`config.mk`:
```
export PLATFORM = sky130hd
export DESIGN_NAME = multicycle_controller
export DESIGN_NICKNAME = d
export VERILOG_FILES = /design/src/rtl/mc_ctrl_pkg.sv /design/src/rtl/cond_check.sv /design/src/rtl/multicycle_controller.sv
export SDC_FILE = /design/constraint.sdc
export NUM_CORES = 1
export LEC_CHECK = 0
export CORE_MARGIN = 2
export CORE_UTILIZATION = 31
export CTS_CLUSTER_DIAMETER = 80
export CTS_CLUSTER_SIZE = 40
export DETAILED_ROUTE_END_ITERATION = 16
export PLACE_DENSITY = 0.73
export SLEW_MARGIN = 20
export SYNTH_ARGS = -nofsm -noshare
export SYNTH_HDL_FRONTEND = slang
export SYNTH_SLANG_ARGS = --single-unit
export TNS_END_PERCENT = 10
```
`constraint.sdc`:
```
create_clock -name clk -period 1.12 [get_ports clk]
set_input_delay 0.112 -clock clk [delete_from_list [all_inputs] [get_ports clk]]
set_output_delay 0.112 -clock clk [all_outputs]
set_load 0.01 [all_outputs]
```
`src/rtl/mc_ctrl_pkg.sv`:
```
// Shared encodings for the multi-cycle ARM-subset control unit: state codes,
// ALU command codes, condition codes and datapath mux selects.
package mc_ctrl_pkg;

    typedef logic [3:0] state_t;

    localparam state_t S_FETCH    = 4'd0;
    localparam state_t S_DECODE   = 4'd1;
    localparam state_t S_MEMADR   = 4'd2;
    localparam state_t S_MEMREAD  = 4'd3;
    localparam state_t S_MEMWB    = 4'd4;
    localparam state_t S_MEMWRITE = 4'd5;
    localparam state_t S_EXECR    = 4'd6;
    localparam state_t S_EXECI    = 4'd7;
    localparam state_t S_ALUWB    = 4'd8;
    localparam state_t S_BLLINK   = 4'd9;
    localparam state_t S_BRANCH   = 4'd10;
    localparam state_t S_BX       = 4'd11;

    localparam logic [3:0] CMD_AND = 4'b0000;
    localparam logic [3:0] CMD_SUB = 4'b0010;
    localparam logic [3:0] CMD_ADD = 4'b0100;
    localparam logic [3:0] CMD_CMP = 4'b1010;
    localparam logic [3:0] CMD_ORR = 4'b1100;
    localparam logic [3:0] CMD_MOV = 4'b1101;

    localparam logic [3:0] COND_EQ = 4'b0000;
    localparam logic [3:0] COND_NE = 4'b0001;
    localparam logic [3:0] COND_AL = 4'b1110;

    localparam logic [1:0] OP_DP  = 2'b00;
    localparam logic [1:0] OP_MEM = 2'b01;
    localparam logic [1:0] OP_BR  = 2'b10;

    localparam logic [1:0] SRCB_REG  = 2'b00;
    localparam logic [1:0] SRCB_IMM  = 2'b01;
    localparam logic [1:0] SRCB_FOUR = 2'b10;
    localparam logic [1:0] SRCB_ZERO = 2'b11;

    localparam logic [1:0] RES_ALUOUT = 2'b00;
    localparam logic [1:0] RES_DATA   = 2'b01;
    localparam logic [1:0] RES_ALU    = 2'b10;

    localparam logic [5:0] FUNCT_BX = 6'b010010;

    function automatic logic is_bx(input logic [1:0] op, input logic [5:0] funct);
        return (op == OP_DP) && (funct == FUNCT_BX);
    endfunction

endpackage

```
`src/rtl/cond_check.sv`:
```
// Condition evaluation: EQ/NE against the registered Z flag, AL always true,
// every other condition code treated as never-execute.
module cond_check
    import mc_ctrl_pkg::*;
(
    input  logic [3:0] cond_i,
    input  logic       z_i,
    output logic       cond_ex_o
);

    always_comb begin
        cond_ex_o = 1'b0;
        case (cond_i)
            COND_EQ: cond_ex_o = z_i;
            COND_NE: cond_ex_o = ~z_i;
            COND_AL: cond_ex_o = 1'b1;
            default: cond_ex_o = 1'b0;
        endcase
    end

endmodule

```
`src/rtl/multicycle_controller.sv`:
```
// Moore FSM sequencing each instruction through fetch/decode/execute/writeback
// and driving every control signal of the multi-cycle datapath.
module multicycle_controller
    import mc_ctrl_pkg::*;
(
    input  logic       clk,
    input  logic       reset,
    input  logic [3:0] Cond,
    input  logic [1:0] Op,
    input  logic [5:0] Funct,
    input  logic [3:0] Rd,
    input  logic       Z,
    output logic       PCWrite,
    output logic       AdrSrc,
    output logic       MemWrite,
    output logic       IRWrite,
    output logic       RegWrite,
    output logic       ALUSrcA,
    output logic       Z_enable,
    output logic       BLenable,
    output logic       BXenable,
    output logic [1:0] RegSrc,
    output logic [1:0] ImmSrc,
    output logic [1:0] ALUSrcB,
    output logic [1:0] ResultSrc,
    output logic [3:0] ALUControl,
    output logic [3:0] state_dbg
);

    state_t state_q, state_d;
    logic   cond_ex;
    logic   pc_write, mem_write, ir_write, reg_write, z_en;
    logic   instr_bx, imm_bit, sl_bit, cmd_cmp;
    logic [3:0] cmd;

    cond_check u_cond_check (
        .cond_i    (Cond),
        .z_i       (Z),
        .cond_ex_o (cond_ex)
    );

    assign instr_bx = is_bx(Op, Funct);
    assign imm_bit  = Funct[5];
    assign cmd      = Funct[4:1];
    assign sl_bit   = Funct[0];
    assign cmd_cmp  = (cmd == CMD_CMP);

    always_ff @(posedge clk or posedge reset) begin
        if (reset) state_q <= S_FETCH;
        else       state_q <= state_d;
    end

    always_comb begin
        state_d    = S_FETCH;
        pc_write   = 1'b0;
        mem_write  = 1'b0;
        ir_write   = 1'b0;
        reg_write  = 1'b0;
        z_en       = 1'b0;
        AdrSrc     = 1'b0;
        ALUSrcA    = 1'b0;
        ALUSrcB    = SRCB_FOUR;
        ResultSrc  = RES_ALUOUT;
        ALUControl = CMD_ADD;
        BLenable   = 1'b0;
        case (state_q)
            S_FETCH: begin
                ir_write  = 1'b1;
                pc_write  = 1'b1;
                ALUSrcA   = 1'b1;
                ResultSrc = RES_ALU;
                state_d   = S_DECODE;
            end
            S_DECODE: begin
                ALUSrcA = 1'b1;
                if (!cond_ex)                          state_d = S_FETCH;
                else if (instr_bx)                     state_d = S_BX;
                else if (Op == OP_DP && !imm_bit)      state_d = S_EXECR;
                else if (Op == OP_DP)                  state_d = S_EXECI;
                else if (Op == OP_MEM)                 state_d = S_MEMADR;
                else if (Op == OP_BR && Funct[4])      state_d = S_BLLINK;
                else if (Op == OP_BR)                  state_d = S_BRANCH;
                else                                   state_d = S_FETCH;
            end
            S_MEMADR: begin
                ALUSrcB = SRCB_IMM;
                state_d = sl_bit ? S_MEMREAD : S_MEMWRITE;
            end
            S_MEMREAD: begin
                AdrSrc  = 1'b1;
                state_d = S_MEMWB;
            end
            S_MEMWB: begin
                ResultSrc = RES_DATA;
                reg_write = 1'b1;
            end
            S_MEMWRITE: begin
                AdrSrc    = 1'b1;
                mem_write = 1'b1;
            end
            S_EXECR, S_EXECI: begin
                ALUSrcB    = (state_q == S_EXECR) ? SRCB_REG : SRCB_IMM;
                ALUControl = cmd_cmp ? CMD_SUB : cmd;
                z_en       = sl_bit | cmd_cmp;
                state_d    = cmd_cmp ? S_FETCH : S_ALUWB;
            end
            S_ALUWB: begin
                // Writes to R15 redirect the PC instead of the register file.
                if (Rd == 4'd15) pc_write  = 1'b1;
                else             reg_write = 1'b1;
            end
            S_BLLINK: begin
                ALUSrcA   = 1'b1;
                ALUSrcB   = SRCB_ZERO;
                ResultSrc = RES_ALU;
                reg_write = 1'b1;
                BLenable  = 1'b1;
                state_d   = S_BRANCH;
            end
            S_BRANCH: begin
                ALUSrcA   = 1'b1;
                ALUSrcB   = SRCB_IMM;
                ResultSrc = RES_ALU;
                pc_write  = 1'b1;
            end
            S_BX: begin
                ALUSrcB   = SRCB_ZERO;
                ResultSrc = RES_ALU;
                pc_write  = 1'b1;
            end
            default: state_d = S_FETCH;
        endcase
    end

    assign PCWrite   = pc_write  & ~reset;
    assign MemWrite  = mem_write & ~reset;
    assign IRWrite   = ir_write  & ~reset;
    assign RegWrite  = reg_write & ~reset;
    assign Z_enable  = z_en      & ~reset;
    assign BXenable  = instr_bx && (state_q == S_DECODE || state_q == S_BX);
    assign RegSrc    = {(Op == OP_MEM) && !sl_bit, Op == OP_BR};
    assign ImmSrc    = Op;
    assign state_dbg = state_q;

endmodule

```
# Word level (Yosys, flattened, before mapping)

Cells that the tools add are included.

Bits in registers: 4
Bits in latches: 0
RAM bits: 0
Bits in read-only memories: 0
Bits of input ports: 19
Output and inout bits: 25
Logic and storage cells: 72
Memories: 0

Add/subtract/negate cells: 0
Multipliers: 0
Div/mod/pow operators: 0
Order comparisons: 0
Eq/ne operators: 18
Shift operators: 0
Mux-type cells: 26
Bitwise logic cells: 8
Reductions and logical operators: 19

Operators by type and width:

| cell                                          | number |
|---|---|
| 2-to-1 mux 4 bit                              | 10 |
| == test 4 bit, second input constant          | 7 |
| case mux 4 bit (6 select lines)               | 1 |
| == test 4 x 3 -> 1 bit, second input constant | 4 |
| OR reduction 2 bit                            | 5 |
| 2-to-1 mux 1 bit                              | 9 |
| == test 4 x 1 -> 1 bit, second input constant | 2 |
| == test 4 x 2 -> 1 bit, second input constant | 2 |
| zero test 4 bit                               | 2 |
| OR reduction 4 bit                            | 2 |
| == test 6 x 5 -> 1 bit, second input constant | 1 |
| case mux 2 bit (3 select lines)               | 1 |
| bitwise AND 1 bit                             | 5 |
| logical AND 1 bit                             | 5 |
| case mux 1 bit (2 select lines)               | 2 |
| case mux 2 bit (2 select lines)               | 1 |
| 2-to-1 mux 3 bit                              | 1 |
| case mux 1 bit (3 select lines)               | 1 |
| OR reduction 3 bit                            | 1 |
| == test 2 x 1 -> 1 bit, second input constant | 1 |
| == test 2 bit, second input constant          | 1 |
| zero test 1 bit                               | 2 |
| zero test 2 bit                               | 1 |
| NOT 1 bit                                     | 2 |
| 2 further kinds                               | 2 |

# Longest topological paths before layout

Depth after elaboration: 9
Depth in mapped cells: 4
Depth with buffers taken out: 3

# By module

A second synthesis with hierarchy kept.

Cell total of the unflattened synthesis: 71
Area, all modules: 550.5 um2

Modules (own cells, without submodules):

| module                | times used | cells each | area each (um2) | sequential area each (um2) |
|---|---|---|---|---|
| multicycle_controller | 1          | 68         | 516.7           | 100.1 |
| cond_check            | 1          | 3          | 33.8            | 0.0 |

# Worst setup path before layout

OpenSTA, ideal clock, no wires.

Path kind: flip-flop to output port
From: reg state_q[2], in the netlist state_dbg[2]
To: out IRWrite
Arrival: 1.274 ns
Data required time: 1.008 ns
Path slack: -0.266 ns
Cell stages (with the launch flop): 4
Path buffers: 1
Cell sequence: dfrtp_1 buf_2 or2_2 nor4_1

Word-level cells in the longest chain between the ends: 3

Ends and longest elaborated chain:

| what                     | line                         | RTL |
|---|---|---|
| start: declaration       | multicycle_controller.sv:30  | `state_t state_q, state_d;` |
| start signal: assignment | multicycle_controller.sv:50  | `else state_q <= state_d;` |
| zero test 4 bit          | multicycle_controller.sv:66  | `case (state_q)` |
| 2-to-1 mux 1 bit         | multicycle_controller.sv:66  |  |
| bitwise AND 1 bit        | multicycle_controller.sv:137 | `assign IRWrite = ir_write & ~reset;` |
| end: declaration         | multicycle_controller.sv:16  | `output logic IRWrite,` |

No other way between the ends.

# Final worst setup path

From: reg state_q[2], in the netlist state_dbg[2]
To: out RegWrite

Word-level cells in the longest chain between the ends: 4
Elaborated cells on any way between the ends: 6
Classes of those cells: 3 x eq/ne; 1 x mux; 1 x bitwise; 1 x reduce/logical

Ends and longest elaborated chain:

| what                                                    | line                         | RTL |
|---|---|---|
| == test 4 bit or == test 4 x 3 -> 1 bit (tied branches) | multicycle_controller.sv:66  |  |
| OR reduction 2 bit (no source line)                     | -                            |  |
| case mux 1 bit (2 select lines) *                       | multicycle_controller.sv:66  |  |
| bitwise AND 1 bit *                                     | multicycle_controller.sv:138 | `assign RegWrite = reg_write & ~reset;` |
| end: declaration                                        | multicycle_controller.sv:17  | `output logic RegWrite,` |

Mark *: on every way between the ends. The rest lies on a longest branch, timed or not.

==> results.cfg <==
[synth]
ys_types = 39
synthCells = 76
synth_area_um2 = 624.3
synth.avg_cell_area_um2 = 8.215
syn-num-nets = 95
ys.flop_type = dfrtp_1
ys_seq_area_frac = 0.1603
ys_ff_latch = 4
synth_edf_count = 0
async_flop_share = 1.000
yosysWarningCount = 0

[grt]
grt_pass1_vias = 954
grt_max_degree = 9
track_usage = 0.2157
grt_pass1_wl_mm = 4.050
antenna_found_initial = 0
overflow = 0

[drt]
first_pass_iters = 4
route.detailed.drc = 0
viasPerCell = 4.908
vias = 854
drt_iter0_drc = 12
wirelength_mm = 2.355
routedWlPerCell_um = 13.53
ant_nets = 0

[timing]
finalHoldViolCount = 0
skew_ns = 0.007225
fin_ws_ns = -0.3973
drv_slew = 0
fin_crit_sh = 1.355
timing.hold.ws_ns = 0.3361
finalCriticalPeriod_ns = 1.517
max_freq_mhz = 659.1
setup_viol = 23
tightest_slew_ns = 0.2518
timing.slew.headroom = 0.8316
rsz0062_at_grt = true

[pwr]
pwr_density_cell_nw_per_um2 = 1310
total_power_mw = 1.747
peakVddDrop_uv = 1368
leakagePower_nw = 0.6139

[clocking]
postCtsHoldBufs = 0
cts.path.max_buffers = 2
htree_levels = 1
clock_sink_count = 4
clk_latency_ns = 0.24
clockRootBuffer = clkbuf_4
clk_pin_slew_worst_paths_ns = 0.04
cts_inserted_buffers = 3
cts_tree = yes

[placement]
numPortBuffers = 43
gp_congestion = 0.7948
placed_cell_area_um2 = 1289
post-dp-hpwl_mm = 1.851

[setup_path]
crit_chain = buf_4 -> nand2b_4 -> or2_4 -> a211oi_2 -> buf_2
crit_buf_inv = 2
crit_path_end_kind = output pin
r2r-end = state_dbg[2]$_DFF_PP0_
path_class = flop to output pin
crit_family = flip-flops
start_kind = flop
max_stage_delay_ns = 0.43
crit_required_ns = 1.01
cp_max_fo = 8
r2r_cells = 4
timing.rr.start = state_dbg[3]$_DFF_PP0_
cpMaxStageDelayCell = dfrtp_2
crit_arrival_ns = 1.41
reg2reg_setup_slack_ns = -0.28

[finish]
final_util = 0.6940
antenna_cells = 0
drive_above_1_share = 0.6054
finalNetCount = 167
largest_reg_flops = 4
final_common_cell = buf_4
fin_area_um2 = 1334
final_cell_mix = buf_4, buf_2, clkdlybuf4s50_1
area_growth_pct = 113.6

[die]
fp.dieArea_um2 = 2389
die_h_um = 48.88
die_w_um = 48.88
io_pins = 44
rows = 16
core_area_um2 = 1922
initial_utilization = 0.3249

[status]
status = complete, but fails checks
violations = negative setup slack

[run]
cap_viol_max_count = 0

[hold_path]
min_path_type = input pin to asynchronous set/reset pin
[worst max path at each step]
| stage | from | endpoint | slack, ns | depth (start not counted) |
|---|---|---|---|---|
| global placement | Funct[0] | BXenable | -0.80 | 5 |
| finish | state_dbg[2]$_DFF_PP0_ | RegWrite | -0.40 | 5 |
| global route | state_dbg[3]$_DFF_PP0_ | ResultSrc[1] | -0.46 | 4 |
| floorplan | state_dbg[2]$_DFF_PP0_ | IRWrite | -0.09 | 3 |
| detailed placement | Funct[0] | BXenable | -0.84 | 5 |
| CTS | state_dbg[0]$_DFF_PP0_ | RegWrite | -0.41 | 4 |
[cell type report]
| cell class | count | area, µm² |
|---|---|---|
| Timing Repair Buffer | 73 | 573.1 |
| Multi-Input combinational cell | 65 | 591.8 |
| Fill cell | 166 | 588.1 |
| Inverter | 1 | 3.754 |
| Clock buffer | 4 | 26.28 |
| Sequential cell | 4 | 105.1 |
| Tap cell | 27 | 33.78 |
[synth_stat cells, types with 2 or more instances]
cell       number  area share
nor3b_1         4       0.048
a21oi_1         4       0.032
and2b_1         2       0.024
nor4b_4         2       0.076
o21a_1          2       0.024
buf_2           3       0.024
a2bb2oi_1       2       0.028
or2_2           2       0.020
dfrtp_1         4        0.16
o31ai_1         2       0.024
nor3_1          4       0.032
and2_1          3       0.030
nor2b_1         3       0.030
nor2_1          3       0.018
xnor2_1         2       0.028
nand2b_1        4       0.040
buf_4           3       0.036
o21ai_0         4       0.032
nand2_1         3       0.018
[repair_timing]
action,in CTS,in global routing
resized for setup,111,11
pin swaps,11,2
buffers inserted,5,0
setup endpoints to repair,29,25
[kinds of logic after synthesis]
kind of cell / share of synthesized area
buf+inv: 0.06612
xor+xnor: 0.04209
flops: 0.1603
mux: 0.01603
simple gates: 0.4970
compound gates: 0.2185
[power breakdown]
part | internal (mW) | total [mW] | switching (mW) | leakage, nW
Clock | 0.134 | 0.196 | 0.0621 | 0.0150
Combinational | 0.716 | 1.29 | 0.573 | 0.552
Sequential | 0.189 | 0.262 | 0.0733 | 0.0473
Total | 1.04 | 1.75 | 0.708 | 0.614
[worst register-to-register path: cells and delay by family (launching register included)]
kind                   cells  cell delay (ns)
AO/OA/AOI/OAI              1             0.08
buffers and inverters      1             0.12
AND/OR/NAND/NOR            2             0.63
flip-flops                 1             0.45
[routing by layer]
layer | global-route usage | share of wire | vias up
li1 | - | - | 426
met1 | 0.2273 | 0.39 | 407
met2 | 0.4018 | 0.58 | 15
met3 | 0.03067 | 0.017 | 6
met4 | 0.1286 | 0.017 | 0
met5 | 0 | 0 | -
[metrics by stage]
| step | std cells | worst slack, ns | TNS (ns) |
|---|---|---|---|
| after floorplan | 76 | -0.08956 | -0.6587 |
| after global placement | 165 | -0.7971 | -11.78 |
| after detailed placement | 165 | -0.8355 | -12.33 |
| after CTS | 174 | -0.4091 | -6.037 |
| after global routing | 174 | -0.4556 | -7.300 |
| final | 174 | -0.3973 | -5.894 |
No activity file was read; power rests on OpenSTA's default activity.
